==> src/rtl/ctrl_weight_loader.sv <==
// Captures a weight matrix on start and streams it one PE row per w_valid/w_ready handshake, top index first.
// First row is presented the cycle after start; each w_ready=0 cycle adds one cycle; done pulses after the row-0 handshake.
module ctrl_weight_loader #(
    parameter int WEIGHT_BW   = 8,
    parameter int NUM_PE_ROWS = 8,
    parameter int MATRIX_SIZE = 8,
    localparam int ROW_W = WEIGHT_BW * MATRIX_SIZE,
    localparam int MAT_W = ROW_W * NUM_PE_ROWS,
    localparam int CW    = (NUM_PE_ROWS > 1) ? $clog2(NUM_PE_ROWS) : 1
) (
    input  logic             clk,
    input  logic             reset,
    input  logic             start,
    input  logic [MAT_W-1:0] weight_in,
    input  logic             w_ready,
    output logic [ROW_W-1:0] w_row_data,
    output logic [CW-1:0]    w_row_idx,
    output logic             w_valid,
    output logic             w_last,
    output logic             busy,
    output logic             done
);

    typedef enum logic [1:0] {
        IDLE = 2'd0,
        LOAD = 2'd1,
        DONE = 2'd2
    } state_t;

    localparam logic [CW-1:0] TOP_ROW = CW'(NUM_PE_ROWS - 1);

    state_t           state;
    logic [CW-1:0]    cnt;
    logic [MAT_W-1:0] wbuf;

    logic [CW-1:0]    cnt_dec;
    logic [ROW_W-1:0] top_row_in;
    logic [ROW_W-1:0] next_row;

    // Row presented on the capture edge comes straight from weight_in since wbuf is loaded on the same edge.
    assign cnt_dec    = cnt - CW'(1);
    assign top_row_in = weight_in[(NUM_PE_ROWS-1)*ROW_W +: ROW_W];
    assign next_row   = wbuf[int'(cnt_dec)*ROW_W +: ROW_W];

    always_ff @(posedge clk) begin
        if (reset) begin
            state      <= IDLE;
            cnt        <= TOP_ROW;
            wbuf       <= '0;
            w_row_data <= '0;
            w_row_idx  <= '0;
            w_valid    <= 1'b0;
            w_last     <= 1'b0;
            busy       <= 1'b0;
            done       <= 1'b0;
        end else begin
            case (state)
                IDLE: begin
                    done <= 1'b0;
                    if (start) begin
                        wbuf       <= weight_in;
                        cnt        <= TOP_ROW;
                        state      <= LOAD;
                        w_valid    <= 1'b1;
                        busy       <= 1'b1;
                        w_row_data <= top_row_in;
                        w_row_idx  <= TOP_ROW;
                        w_last     <= (TOP_ROW == '0);
                    end
                end
                LOAD: begin
                    if (w_valid && w_ready) begin
                        if (cnt == '0) begin
                            state      <= DONE;
                            w_valid    <= 1'b0;
                            busy       <= 1'b0;
                            w_last     <= 1'b0;
                            w_row_data <= '0;
                            w_row_idx  <= '0;
                            done       <= 1'b1;
                        end else begin
                            cnt        <= cnt_dec;
                            w_row_data <= next_row;
                            w_row_idx  <= cnt_dec;
                            w_last     <= (cnt_dec == '0);
                        end
                    end
                end
                DONE: begin
                    done  <= 1'b0;
                    state <= IDLE;
                end
                default: begin
                    state      <= IDLE;
                    w_row_data <= '0;
                    w_row_idx  <= '0;
                    w_valid    <= 1'b0;
                    w_last     <= 1'b0;
                    busy       <= 1'b0;
                    done       <= 1'b0;
                end
            endcase
        end
    end

endmodule
==> config.mk <==
export PLATFORM = sky130hd
export DESIGN_NAME = ctrl_weight_loader
export DESIGN_NICKNAME = d
export VERILOG_FILES = /design/src/rtl/ctrl_weight_loader.sv
export SDC_FILE = /design/constraint.sdc
export NUM_CORES = 1
export LEC_CHECK = 0
export CAP_MARGIN = 5
export CORE_AREA = 2 2 231 233
export CTS_CLUSTER_SIZE = 8
export DETAILED_ROUTE_END_ITERATION = 16
export DIE_AREA = 0 0 233 235
export PLACE_DENSITY = 0.83
export SYNTH_ARGS = -nofsm -noshare
export SYNTH_HDL_FRONTEND = slang
export SYNTH_SLANG_ARGS = --single-unit
==> constraint.sdc <==
create_clock -name clk -period 3.8 [get_ports clk]
set_clock_uncertainty 0.05 [all_clocks]
set_input_delay 0.38 -clock clk [delete_from_list [all_inputs] [get_ports clk]]
set_output_delay 0.38 -clock clk [all_outputs]
set_load 0.01 [all_outputs]
==> flow_summary.json <==
{
  "die_width_um": 233,
  "dpl.cell_count": 3877,
  "design_area_um2": 32800,
  "placed_area_um2": 30600,
  "drc": 0,
  "clock_latency_ns": 0.62,
  "synth.area.top_cells": "dfxtp_1 48%, nand2_1 17%, mux4_2 12%, a21oi_1 11%, o211a_1 2.6%",
  "synth_compound_area_share_pct": 17.9,
  "async_flop_share_pct": 0,
  "min_path_type": "in2reg",
  "drv_slew": 0,
  "crit_path_max_fanout": 36,
  "cellLeakagePower_nw": 12.8,
  "r2r_end": "w_row_data[45]$_SDFFE_PP0P_",
  "core_area_um2": 52200,
  "synthAdderAreaFrac_pct": 0.153,
  "endpoint_kind": "flop",
  "ys_top_cells_by_count": "1094 x nand2_1, 587 x dfxtp_1, 520 x a21oi_1",
  "reg2reg_slack_ns": 1.07,
  "synth.top_cell.area_share_pct": 48.0,
  "cts_buffer_depth": 3,
  "initial_utilization_pct": 46.9,
  "dr.first_iter.drc_count": 2455,
  "ys_seq_area_share_pct": 48.0,
  "wl_um": 80400,
  "cts_buffers": 83,
  "ys_ff_latch": 587,
  "min_from": "reset",
  "p_sw_share_pct": 25.5,
  "synth_edf_count": 0,
  "finalCritPeriodShare_pct": 71.9,
  "cts_tree": "yes",
  "finalNonFillerCells": 3986,
  "hold_violations": 0,
  "hpwlAfterDp_um": 52300,
  "area_delta_synth_final_pct": 34.0,
  "vias": 22900,
  "syn_inst": 2816,
  "cap_viol_max_count": 0,
  "switching_power_w": 0.00401,
  "synthMuxAreaShare_pct": 11.8,
  "crit_path_end": "w_row_data[45]$_SDFFE_PP0P_",
  "pwr-share-seq_pct": 43.1,
  "vias_per_cell": 5.73,
  "cts_sinks": 587,
  "synth_top_family_by_area": "compound AO/OA/AOI/OAI gates",
  "crit_type": "reg2reg",
  "setup-violations-final": 0,
  "setup_slack_ns": 1.07,
  "postCtsSetupRepairBufs": 0,
  "rsz0062_at_grt": "no",
  "portBuffers": 586,
  "critPathArrivalTime_ns": 3.20,
  "firstDrtPassIters": 5,
  "yosys.area_share.simple_pct": 17.3,
  "start_kind": "flop",
  "pre_cts_slack_ns": 0.991,
  "cts_max_level": 3,
  "power_density_nw_per_um2": 479,
  "chipHeight_um": 235,
  "grt_pass1_wl_um": 123000,
  "yosysWarnings": 0,
  "path_clk_slew_ns": 0.05,
  "avgSynthCellArea_um2": 8.70,
  "antenna_left": 0,
  "status": "finished clean",
  "ios": 587,
  "grt_antenna_before_repair": 17,
  "rows": 84,
  "synth_ff_type": "dfxtp_1",
  "max_freq_mhz": 366,
  "pwr-share-clk_pct": 41.8,
  "wl_per_cell_um": 20.2,
  "p_comb_share_pct": 15.1,
  "tightest_slew_ns": 1.13,
  "power.total_w": 0.0157,
  "reg2regPathDepth": 5,
  "syn-num-nets": 3335,
  "synth_most_common_cell": "nand2_1",
  "grt_util_all_layers_pct": 28.4,
  "synth_xor_area_share_pct": 0,
  "finalWeightedCongestion": 0.869,
  "timing.rr.start": "state[0]$_SDFFE_PP0P_",
  "ir_drop_uv": 343,
  "hold_buffers": 0,
  "grt_overflow": 0,
  "cp.required_ns": 4.26,
  "die_area_um2": 54800,
  "fin_nets": 3793,
  "tns_ns": 0,
  "grt_pass1_vias": 22000,
  "grt_max_degree": 228,
  "internal-power_w": 0.0117,
  "syn_area_um2": 24500,
  "crit_start": "state[0]$_SDFFE_PP0P_",
  "cts_root_buffer": "clkbuf_16",
  "layout-drive-gt1-share_pct": 8.96,
  "fillerInstances": 4168,
  "synth_area_leader_cell": "dfxtp_1",
  "ys_types": 38,
  "max-slew-margin-rel_pct": 24.6,
  "finalCriticalPeriod_ns": 2.73,
  "cts_resized": 0
}
[layout by cell type (no fill, tap or decap), types with 25 or more instances in the layout]
cell,synthesis,layout
o21ai_0,45,45
a21oi_1,520,520
o21ai_1,25,25
clkbuf_16,0,86
dfxtp_1,587,586
clkdlybuf4s50_1,0,585
mux4_2,128,128
buf_4,5,25
o211a_1,63,63
a221oi_1,39,39
nand2_1,1094,1093
[metal layers]
metal	up-vias	part of all wire, %	global-route usage, %
met5	-	0.012	0
li1	10500	-	-
met4	2	4.1	12.6
met3	218	8.5	5.98
met1	10900	39	36.1
met2	1179	48	46.5
[kinds of logic after synthesis]
kind of cell | count (synthesis)
AOI/OAI and AO/OA | 728
adders and majority gates | 3
buffers and inverters | 255
DFF | 587
muxes | 128
and+or+nand+nor | 1115
[power groups by stage]
stage	Combinational [W]	Sequential (W)	Clock, W
4_1_cts	0.00235	0.00677	0.00664
5_1_grt	0.00254	0.00680	0.00690
6_report	0.00237	0.00678	0.00658
3_5_place_dp	0.00233	0.00688	0
3_3_place_gp	0.00231	0.00686	0
2_1_floorplan	0.00130	0.00684	0
[final cells by class]
class / instances / area (um2) / area share, %
clock buffers: 89 / 2160 / 6.59
diodes: 15 / 37.5 / 0.114
multi-input cells: 1974 / 11600 / 35.4
well taps: 688 / 861 / 2.62
inverters: 4 / 15.0 / 0.0458
flip-flops and latches: 587 / 11800 / 35.8
repair buffers: 624 / 6320 / 19.3
clock inverters: 5 / 58.8 / 0.179
[how the worst min path moves through the flow]
stage | end | slack (ns) | cells past startpoint
after floorplan | wbuf[100]$_SDFFE_PP0P_ | 0.38 | 2
after global placement | w_row_data[22]$_SDFFE_PP0P_ | 0.38 | 2
after detailed placement | wbuf[78]$_SDFFE_PP0P_ | 0.39 | 2
after CTS | state[0]$_SDFFE_PP0P_ | 0.16 | 2
after global routing | wbuf[511]$_SDFFE_PP0P_ | 0.21 | 2
final | wbuf[386]$_SDFFE_PP0P_ | 0.19 | 2
[flip-flops by register name, summed over array words and instances, names as in the netlist]
signal and count:
wbuf 512, w_row_data 64, cnt 3, w_row_idx 3, state 2, busy 1, done 1, w_last 1
[worst max-delay path, stage by stage, from the launching register on]
cell	delay (ns)
dfxtp_1	0.67
nand3_1	0.22
a21oi_1	0.36
nand2b_2	0.54
buf_4	0.48
o21ai_0	0.26
[metrics by stage]
| stage | util [%] | hold WS [ns] |
|---|---|---|
| global placement | 58.5 | 0.382 |
| detailed placement | 58.5 | 0.393 |
| global route | 62.8 | 0.209 |
| finish | 62.8 | 0.187 |
| CTS | 62.7 | 0.161 |
| floorplan | - | 0.383 |
Power figures use the tool's default switching activity.
